===== src/rtl/monitor_seq_pkg.sv =====
// rtl/monitor_seq_pkg.sv - shared types, defaults and rotate helper for the one-hot ring monitor
package monitor_seq_pkg;

    // Monitor phases: hunting for a legal word, confirming the progression, locked flywheel
    typedef enum logic [1:0] {
        BUSCA   = 2'd0,
        SINC    = 2'd1,
        TRAVADO = 2'd2
    } estado_t;

    localparam int DEF_WIDTH      = 4;
    localparam int DEF_LOCK_COUNT = 3;
    localparam int DEF_ERR_LIMIT  = 2;
    localparam int DEF_CNT_W      = 8;

    // Widest ring the rotate helper handles; callers cast down to their own width
    localparam int ROT_MAX_W = 64;

    // Rotate-left by one within the low 'width' bits; the top bit of the ring wraps to bit 0
    function automatic logic [ROT_MAX_W-1:0] rot_esq(input logic [ROT_MAX_W-1:0] word,
                                                     input int unsigned          width);
        logic [ROT_MAX_W-1:0] mask;
        mask = (width >= ROT_MAX_W) ? {ROT_MAX_W{1'b1}}
                                    : ((ROT_MAX_W'(1) << width) - ROT_MAX_W'(1));
        rot_esq = ((word << 1) | (word >> (width - 1))) & mask;
    endfunction

endpackage


===== src/rtl/onehot_para_bin.sv =====
// rtl/onehot_para_bin.sv - combinational one-hot to binary index encoder with legality flag
//
// Ports:
//   palavra  in   WIDTH   word to decode
//   indice   out  IDX_W   position of the set bit (meaningful only when legal is 1)
//   legal    out  1       exactly one bit of palavra is set
module onehot_para_bin #(
    parameter int WIDTH = 4,
    parameter int IDX_W = (WIDTH > 1) ? $clog2(WIDTH) : 1
) (
    input  logic [WIDTH-1:0] palavra,
    output logic [IDX_W-1:0] indice,
    output logic             legal
);

    int unsigned n_uns;

    always_comb begin
        n_uns  = 0;
        indice = '0;
        for (int i = 0; i < WIDTH; i++) begin
            if (palavra[i]) begin
                n_uns  = n_uns + 1;
                indice = IDX_W'(i);
            end
        end
        legal = (n_uns == 1);
    end

endmodule


===== src/rtl/monitor_seq_onehot.sv =====
// rtl/monitor_seq_onehot.sv - receive-side lock/flywheel checker for the one-hot ring sequence
//
// Optional feature macro: MONITOR_SEQ_ERRO_STICKY_EN (adds limpa_erro / erro_sticky)
//
// Ports:
//   clk            in   1      rising-edge clock
//   reset          in   1      asynchronous active-high reset
//   valid_in       in   1      sample strobe
//   dado_in        in   WIDTH  observed word
//   indice         out  IDX_W  binary index of the last legal sample
//   indice_valido  out  1      pulse: legal sample accepted
//   travado        out  1      level: monitor locked
//   erro           out  1      pulse: mismatch while locked
//   voltas         out  CNT_W  completed rings while locked (wraps)
//   volta_pulso    out  1      pulse: voltas incremented
//   limpa_erro     in   1      (macro only) clear erro_sticky
//   erro_sticky    out  1      (macro only) latched erro
module monitor_seq_onehot
    import monitor_seq_pkg::*;
#(
    parameter int WIDTH      = DEF_WIDTH,
    parameter int LOCK_COUNT = DEF_LOCK_COUNT,
    parameter int ERR_LIMIT  = DEF_ERR_LIMIT,
    parameter int CNT_W      = DEF_CNT_W,
    parameter int IDX_W      = (WIDTH > 1) ? $clog2(WIDTH) : 1
) (
    input  logic             clk,
    input  logic             reset,
    input  logic             valid_in,
    input  logic [WIDTH-1:0] dado_in,
`ifdef MONITOR_SEQ_ERRO_STICKY_EN
    input  logic             limpa_erro,
    output logic             erro_sticky,
`endif
    output logic [IDX_W-1:0] indice,
    output logic             indice_valido,
    output logic             travado,
    output logic             erro,
    output logic [CNT_W-1:0] voltas,
    output logic             volta_pulso
);

    localparam int MC_W = $clog2(LOCK_COUNT + 1);
    localparam int EC_W = $clog2(ERR_LIMIT + 1);

    estado_t          estado, estado_nxt;
    logic [WIDTH-1:0] ref_word, ref_nxt;
    logic [WIDTH-1:0] esperado;
    logic [MC_W-1:0]  match_cnt, match_nxt;
    logic [EC_W-1:0]  err_cnt, err_nxt;
    logic [IDX_W-1:0] indice_nxt;
    logic             indice_valido_nxt;
    logic             erro_nxt;
    logic [CNT_W-1:0] voltas_nxt;
    logic             volta_pulso_nxt;

    logic [IDX_W-1:0] dec_indice;
    logic             dec_legal;
    logic             casa;

    onehot_para_bin #(
        .WIDTH (WIDTH),
        .IDX_W (IDX_W)
    ) u_dec (
        .palavra (dado_in),
        .indice  (dec_indice),
        .legal   (dec_legal)
    );

    // Reference is zero after reset, so nothing matches until BUSCA loads a legal word
    assign esperado = WIDTH'(rot_esq(ROT_MAX_W'(ref_word), WIDTH));
    assign casa     = (dado_in == esperado);
    assign travado  = (estado == TRAVADO);

    always_comb begin
        estado_nxt        = estado;
        ref_nxt           = ref_word;
        match_nxt         = match_cnt;
        err_nxt           = err_cnt;
        indice_nxt        = indice;
        indice_valido_nxt = 1'b0;
        erro_nxt          = 1'b0;
        voltas_nxt        = voltas;
        volta_pulso_nxt   = 1'b0;

        if (valid_in) begin
            if (dec_legal) begin
                indice_nxt        = dec_indice;
                indice_valido_nxt = 1'b1;
            end

            unique case (estado)
                BUSCA: begin
                    if (dec_legal) begin
                        ref_nxt    = dado_in;
                        match_nxt  = '0;
                        estado_nxt = SINC;
                    end
                end

                SINC: begin
                    if (casa) begin
                        ref_nxt = dado_in;
                        if (match_cnt == MC_W'(LOCK_COUNT - 1)) begin
                            match_nxt  = '0;
                            err_nxt    = '0;
                            estado_nxt = TRAVADO;
                        end else begin
                            match_nxt = match_cnt + MC_W'(1);
                        end
                    end else if (dec_legal) begin
                        // A legal but out-of-order word restarts confirmation from that word
                        ref_nxt   = dado_in;
                        match_nxt = '0;
                    end else begin
                        match_nxt  = '0;
                        estado_nxt = BUSCA;
                    end
                end

                TRAVADO: begin
                    // Flywheel: the reference advances on its own, so one bad word
                    // does not shift the phase we expect next
                    ref_nxt = esperado;
                    if (casa) begin
                        err_nxt = '0;
                        if (esperado[0]) begin
                            voltas_nxt      = voltas + CNT_W'(1);
                            volta_pulso_nxt = 1'b1;
                        end
                    end else begin
                        erro_nxt = 1'b1;
                        if (err_cnt == EC_W'(ERR_LIMIT - 1)) begin
                            err_nxt    = '0;
                            estado_nxt = BUSCA;
                        end else begin
                            err_nxt = err_cnt + EC_W'(1);
                        end
                    end
                end

                default: begin
                    estado_nxt = BUSCA;
                    ref_nxt    = '0;
                    match_nxt  = '0;
                    err_nxt    = '0;
                end
            endcase
        end
    end

    always_ff @(posedge clk or posedge reset) begin
        if (reset) begin
            estado        <= BUSCA;
            ref_word      <= '0;
            match_cnt     <= '0;
            err_cnt       <= '0;
            indice        <= '0;
            indice_valido <= 1'b0;
            erro          <= 1'b0;
            voltas        <= '0;
            volta_pulso   <= 1'b0;
        end else begin
            estado        <= estado_nxt;
            ref_word      <= ref_nxt;
            match_cnt     <= match_nxt;
            err_cnt       <= err_nxt;
            indice        <= indice_nxt;
            indice_valido <= indice_valido_nxt;
            erro          <= erro_nxt;
            voltas        <= voltas_nxt;
            volta_pulso   <= volta_pulso_nxt;
        end
    end

`ifdef MONITOR_SEQ_ERRO_STICKY_EN
    // Set takes priority over clear so an error in the clearing cycle is never lost
    always_ff @(posedge clk or posedge reset) begin
        if (reset) begin
            erro_sticky <= 1'b0;
        end else if (erro_nxt) begin
            erro_sticky <= 1'b1;
        end else if (limpa_erro) begin
            erro_sticky <= 1'b0;
        end
    end
`endif

endmodule


===== config.mk =====
export PLATFORM = sky130hd
export DESIGN_NAME = monitor_seq_onehot
export DESIGN_NICKNAME = d
export VERILOG_FILES = /design/src/rtl/monitor_seq_pkg.sv /design/src/rtl/onehot_para_bin.sv /design/src/rtl/monitor_seq_onehot.sv
export SDC_FILE = /design/constraint.sdc
export NUM_CORES = 1
export LEC_CHECK = 0
export CORE_MARGIN = 2
export CORE_UTILIZATION = 50
export CTS_CLUSTER_SIZE = 24
export DETAILED_ROUTE_END_ITERATION = 8
export PLACE_DENSITY = 0.83
export SLEW_MARGIN = 20
export SYNTH_ARGS = -nofsm -noshare
export SYNTH_HDL_FRONTEND = slang
export SYNTH_HIERARCHICAL = 1
export SYNTH_SLANG_ARGS = --single-unit

===== constraint.sdc =====
create_clock -name clk -period 2 [get_ports clk]
set_input_delay 0.6 -clock clk [delete_from_list [all_inputs] [get_ports clk]]
set_output_delay 0.6 -clock clk [all_outputs]
set_load 0.02 [all_outputs]

# --- Yosys cells after proc, flatten, opt, wreduce, memory -nomap -nowiden ---
# Index checks and enable logic that the tools add are counted.
totals:
  ff_bits: 23
  inputBits: 7
  out_inout_bits: 14
  word_cells: 72
classes:
  add_sub_neg: 6
  eq_ne: 13
  n_mux: 35
  bitwise: 3
  reduce_logical: 6
ops:
  columns: ["operator", "count"]
  rows:
  - ["$mux 32", 3]
  - ["$add 32x1->32 const B", 2]
  - ["$eq 32x1->1 const B", 1]
  - ["$mux 2", 15]
  - ["$pmux 2 s3", 3]
  - ["$pmux 4 s3", 1]
  - ["$mux 1", 11]
  - ["$add 8x1->8 const B", 1]
  - ["$mux 4", 2]
  - ["$ne 2x2->1 const B", 4]
  - ["$reduce_and 4->1", 2]
  - ["$ne 3x3->1 const B", 2]
  - ["$reduce_and 6->1", 1]
  - ["$add 2x1->2 const B", 2]
  - ["$eq 2x1->1 const B", 2]
  - ["$eq 2x2->1 const B", 2]
  - ["$eq 4x4->1", 1]
  - ["$or 4x1->4", 1]
  - ["$reduce_and 3->1", 1]
  - ["$add 1x1->2 const B", 1]
  - ["$logic_not 2->1", 1]
  - ["$ne 2x1->1 const B", 1]
  - ["$not 1->1", 2]
  - ["$reduce_and 2->1", 1]

# --- Logic depth before layout (Yosys ltp) ---
logic_depth:
  word_depth: 11
  mapped_depth: 11
  mapped_depth_nobuf: 11

# --- By module ---
# The synthesis kept the hierarchy.
modules_own_cells:
  columns: ["module", "n_inst", "cells_per_inst", "area_each_um2", "seq_area_each_um2"]
  rows:
  - ["monitor_seq_onehot", 1, 112, 1136.1, 575.6]
  - ["onehot_para_bin", 1, 15, 117.6, 0.0]

# --- Worst setup path after synthesis ---
# No wires, ideal clock.
synth_path:
  kind: "input to register"
  from: "input port dado_in[0]"
  to: "register ref_word[1]"
  setup_ns: 0.126
  arrival_ns: 2.561
  required_time_ns: 1.874
  setup_slack_ns: -0.687
  cell_stages: 10
  path_buffers: 0
  cell_sequence: "inv_1 -> ha_1 -> xnor2_1 -> inv_1 -> ha_1 -> nand3b_1 -> o32ai_2 -> nand2_1 -> o211a_1 -> a221o_1"
synth_via:
  elab_chain_cells: 11
  word_cells_on_any_way: 12
  classes_between: "add/sub: 3; eq/ne: 2; mux: 7"
synth_lines:
  columns: ["item", "line_no", "text"]
  rows:
  - ["start: declaration", "monitor_seq_onehot.sv:30", "input logic [WIDTH-1:0] dado_in,"]
  - ["$mux 1 *", "onehot_para_bin.sv:22", "if (palavra[i]) begin"]
  - ["$add 1x1->2", "onehot_para_bin.sv:23", "n_uns = n_uns + 1;"]
  - ["$mux 32 *", "onehot_para_bin.sv:22", null]
  - ["$add 32x1->32", "onehot_para_bin.sv:23", null]
  - ["$mux 32 *", "onehot_para_bin.sv:22", null]
  - ["$add 32x1->32", "onehot_para_bin.sv:23", null]
  - ["$mux 32 *", "onehot_para_bin.sv:22", null]
  - ["$eq 32x1->1 *", "onehot_para_bin.sv:27", "legal = (n_uns == 1);"]
  - ["net dec_legal", "monitor_seq_onehot.sv:58", "logic dec_legal;"]
  - ["$mux 4 *", null, null]
  - ["$mux 4", "monitor_seq_onehot.sv:102", "if (casa) begin"]
  - ["$pmux 4 s3 *", "monitor_seq_onehot.sv:92", "unique case (estado)"]
  - ["end signal: assignment", "monitor_seq_onehot.sv:165", "ref_word <= ref_nxt;"]
  - ["end: declaration", "monitor_seq_onehot.sv:47", "logic [WIDTH-1:0] ref_word, ref_nxt;"]
# Mark *: on every way through the listed nets, which the timed path passes. The rest lies on a longest branch.
# A chain may end at the register's enable or synchronous reset.

# --- Worst setup path after layout ---
layout_path:
  from: "input port dado_in[1]"
  to: "register ref_word[2]"
layout_via:
  elab_chain_cells: 9
  word_cells_on_any_way: 10
  classes_between: "add/sub: 2; eq/ne: 2; mux: 6"
layout_lines:
  columns: ["item", "line_no"]
  rows:
  - ["$mux 32 *", "onehot_para_bin.sv:22"]
  - ["$add 32x1->32", "onehot_para_bin.sv:23"]
  - ["$mux 32 *", "onehot_para_bin.sv:22"]
  - ["$add 32x1->32", "onehot_para_bin.sv:23"]
  - ["$mux 32 *", "onehot_para_bin.sv:22"]
  - ["$eq 32x1->1 *", "onehot_para_bin.sv:27"]
  - ["net dec_legal", "monitor_seq_onehot.sv:58"]
  - ["$mux 4 *", null]
  - ["$mux 4", "monitor_seq_onehot.sv:102"]
  - ["$pmux 4 s3 *", "monitor_seq_onehot.sv:92"]
# Marked as above.

==> flow_summary_export.csv <==
group,metric,value,unit
outcome,status,"finished, violations left",
outcome,violated_checks,"negative setup slack",
clocking,clock_slew_at_the_register_clock_pins_of_the_worst_setup_and_hold_paths,0.13,ns
clocking,cts_hold_repair.buffers,0,
hold_path,class_of_the_tightest_hold_or_removal_check,"flop to flop",
routing,routed_via_density,5.61,
final_layout,share_of_the_core_filled_with_cells_in_the_final_layout,0.736,
flow_run,max_cap_violations,0,
power,power_per_cell_area,698,nW/um2
setup_path,regToRegEndpoint,"match_cnt[0]$_DFFE_PP0P_",
sta,period_needed,2.20,ns
setup_path,crit_path_start_kind,"primary input",
synthesis,synth_simple_gate_area_share,0.179,
global_routing,track_usage,0.246,
sta,post-route-period-util,1.10,
synthesis,yosys.cell_types.count,33,
synthesis,parity_gate_share_of_the_synthesized_area_counting_xor_and_xnor_cells,0.0908,
synthesis,mappedNetlistArea,1250,um2
floorplan,placement_rows,18,
synthesis,synth_compound_area_frac,0.151,
setup_path,timing.reg2reg.worst_path_depth,5,
synthesis,ys_seq_area_frac,0.459,
synthesis,synth_warnings,6,
synthesis,syn_area_per_cell,9.87,um2
synthesis,synth.area.mux_share,0.0269,
setup_path,timing.critical_path.required,2.21,ns
synthesis,post_synth_fa_ha_maj_area_fraction,0.0399,
global_routing,grt_pass1_vias,1202,
floorplan,die_area,2920,um2
routing,wire_per_inst,14.9,um
clocking,clock-sinks,23,
global_routing,grt_pass1_wl,5180,um
synthesis,cell_accounting_for_the_most_synthesized_area,"sky130_fd_sc_hd__dfrtp_1",
synthesis,synth.area.top_cells,"sky130_fd_sc_hd__dfrtp_1 46%, sky130_fd_sc_hd__xnor2_1 4.9%, sky130_fd_sc_hd__xor2_1 4.2%, sky130_fd_sc_hd__ha_1 4.0%, sky130_fd_sc_hd__inv_1 3.3%",
global_routing,grt.overflow.total,0,
synthesis,synth_seq_cells,23,
synthesis,yosys_most_used_dff,"sky130_fd_sc_hd__dfrtp_1",
final_layout,nNetsFinal,186,
setup_path,timing.critical_path.to_type,"flop",
synthesis,post_syn_nets,138,
synthesis,ys_async_sr_fraction,1.00,
synthesis,synth.most_common_cell,"sky130_fd_sc_hd__dfrtp_1",
setup_path,r2r_start,"ref_word[3]$_DFFE_PP0P_",
clocking,clock_insertion_delay_worst_skew,0.32,ns
sta,tightestPinTransition,0.507,ns
sta,fin_hold_ws,0.496,ns
synthesis,netlist_instances,127,
placement,gp_weighted_congestion,0.848,
routing,drt_first_iter_violations,25,
synthesis,synth_top_family_by_area,"simple AND/OR/NAND/NOR gates",
sta,finalClockSkew,0.00535,ns
synthesis,synth_edf_count,0,
global_routing,antenna_violations_before_repair,0,
clocking,cts_made_buffers,3,
sta,setup_viol,9,
setup_path,reg2reg_setup_slack,0.24,ns
setup_path,cp_max_fo,4,
routing,route.final.wire_length,3030,um
final_layout,finish.instance_area,1790,um2
clocking,clock_path_buffers,2,
sta,timing.fmax,455,MHz
sta,max_slew_margin,0.659,
clocking,cts_tree,"done",
floorplan,initial_utilization,0.515,
final_layout,final_layout_size_suffix_gt1_frac,0.276,
global_routing,grt_start_max_net_pins,15,
synthesis,yosys-top-cells-count,"23 x sky130_fd_sc_hd__dfrtp_1, 11 x sky130_fd_sc_hd__inv_1, 9 x sky130_fd_sc_hd__nand2_1",
placement,io_buffer_count,20,
routing,num_vias,1145,
placement,post_place_instance_area,1710,um2
final_layout,syn2layout_area_growth,42.8,%
power,power_leakage,0.000888,uW
setup_path,crit_start,"dado_in[1]",
routing,ant_nets_after_route,0,
sta,finalMaxSlewViolations,0,
sta,timing_hold_violations_final,0,
synthesis,synth_top_cell_area_share,0.459,
setup_path,endpoint,"ref_word[2]$_DFFE_PP0P_",
sta,post-route-worst-setup-slack,-0.197,ns
sta,rsz0062_at_grt,"yes",
floorplan,chipHeight,54.1,um
setup_path,path_class,"primary input to flop",
floorplan,die-width,54.1,um
setup_path,timing.critical_path.arrival,2.41,ns
placement,dp.final_hpwl,2380,um
clocking,cts_max_level,1,
floorplan,floorplan.core_area,2430,um2
final_layout,antennaDiodeCount,0,
floorplan,ioPinCount,21,
routing,drt_pass1_iterations,4,
clocking,clock_tree.root_cell,"sky130_fd_sc_hd__clkbuf_4",
routing,drc,0,
power,worst_ir_drop_vdd,0.000786,V
## flip-flops by register name (all words and copies together) (netlist names)
name,flops
match_cnt,2
err_cnt,2
volta_pulso,1
estado,2
voltas,8
erro,1
indice,2
indice_valido,1
ref_word,4
## worst min path at each step
stage                           start  depth (start not counted)                      to
3_5_place_dp    voltas[7]$_DFFE_PP0P_                          1   voltas[7]$_DFFE_PP0P_
5_1_grt         voltas[7]$_DFFE_PP0P_                          1   voltas[7]$_DFFE_PP0P_
2_1_floorplan  err_cnt[0]$_DFFE_PP0P_                          1  err_cnt[0]$_DFFE_PP0P_
4_1_cts         voltas[7]$_DFFE_PP0P_                          1   voltas[7]$_DFFE_PP0P_
3_3_place_gp    voltas[7]$_DFFE_PP0P_                          1   voltas[7]$_DFFE_PP0P_
6_report        voltas[7]$_DFFE_PP0P_                          1   voltas[7]$_DFFE_PP0P_
## layout by cell type, fill, tap and decap left out, drive strengths merged, types with 3 or more instances in the layout
cell type      synthesis  layout
o211ai                 3       3
nor4                   4       4
inv                   11      11
nor2                   8       8
mux2                   3       3
ha                     4       4
dfrtp                 23      23
buf                    4      30
dlygate4sd2            0       5
nor3                   3       3
xor2                   6       6
a21oi                  3       3
clkdlybuf4s50          0      10
nand4                  3       3
clkbuf                 1       4
a2bb2oi                3       3
nand3                  7       7
o21ai                  5       5
nor2b                  3       3
xnor2                  7       7
a221o                  3       3
nand2                  9       9
## metrics by stage
stage | cells | setup TNS, ns | setup slack [ns] | power [uW]
after global routing | 204 | -2.00 | -0.278 | 1320
after detailed placement | 197 | -15.79 | -1.10 | 1010
after floorplan | 127 | -2.57 | -0.432 | 831
after CTS | 204 | -2.06 | -0.323 | 1250
after global placement | 197 | -13.75 | -0.972 | 983
final | 204 | -1.08 | -0.197 | 1250
## critical path: stages
cell	delay (ns)
sky130_fd_sc_hd__buf_12	0.09
sky130_fd_sc_hd__inv_12	0.03
sky130_fd_sc_hd__ha_4	0.28
sky130_fd_sc_hd__xnor2_4	0.11
sky130_fd_sc_hd__inv_1	0.06
sky130_fd_sc_hd__ha_1	0.26
sky130_fd_sc_hd__nand3b_1	0.19
sky130_fd_sc_hd__o32ai_4	0.19
sky130_fd_sc_hd__nand2_2	0.10
sky130_fd_sc_hd__o211a_1	0.15
sky130_fd_sc_hd__a221o_1	0.34
## power by group
part,leakage (uW),switching [uW],internal [uW]
registers,0.000295,65.3,530
logic,0.000578,198,234
clock network,0.0000139,147,76.5
total,0.000888,411,840
## what timing repair did
action / in CTS / in global routing
setup buffers: 3 / 1
gates resized for setup: 20 / 9
pin swaps: 10 / 9
endpoints found under the setup margin: 26 / 15
## final cells by class
cell class / count / area (um2)
clock inverter: 1 / 7.51
multi-input combinational: 88 / 672
sequential: 23 / 576
inverter: 11 / 56.3
timing repair buffer: 48 / 419
tap: 30 / 37.5
clock buffer: 3 / 22.5
fill: 178 / 642
## per-layer routing
layer  track usage  part of all wire  vias to the layer above
met4        0.0875             0.016                        0
met3        0.0333             0.045                        6
met1         0.294              0.40                      561
met5             0                 0                        -
li1              -                 -                      543
met2         0.449              0.54                       35
## kinds of logic (layout without fill, tap and decap cells)
logic type	count (synthesis)	after routing
DFF	23	23
muxes	3	3
AOI/OAI and AO/OA	25	25
buffers and inverters	16	63
adders and majority gates	4	4
xor gates and xnor gates	13	13
and+or+nand+nor	43	43
Power figures use the tool's default switching activity.
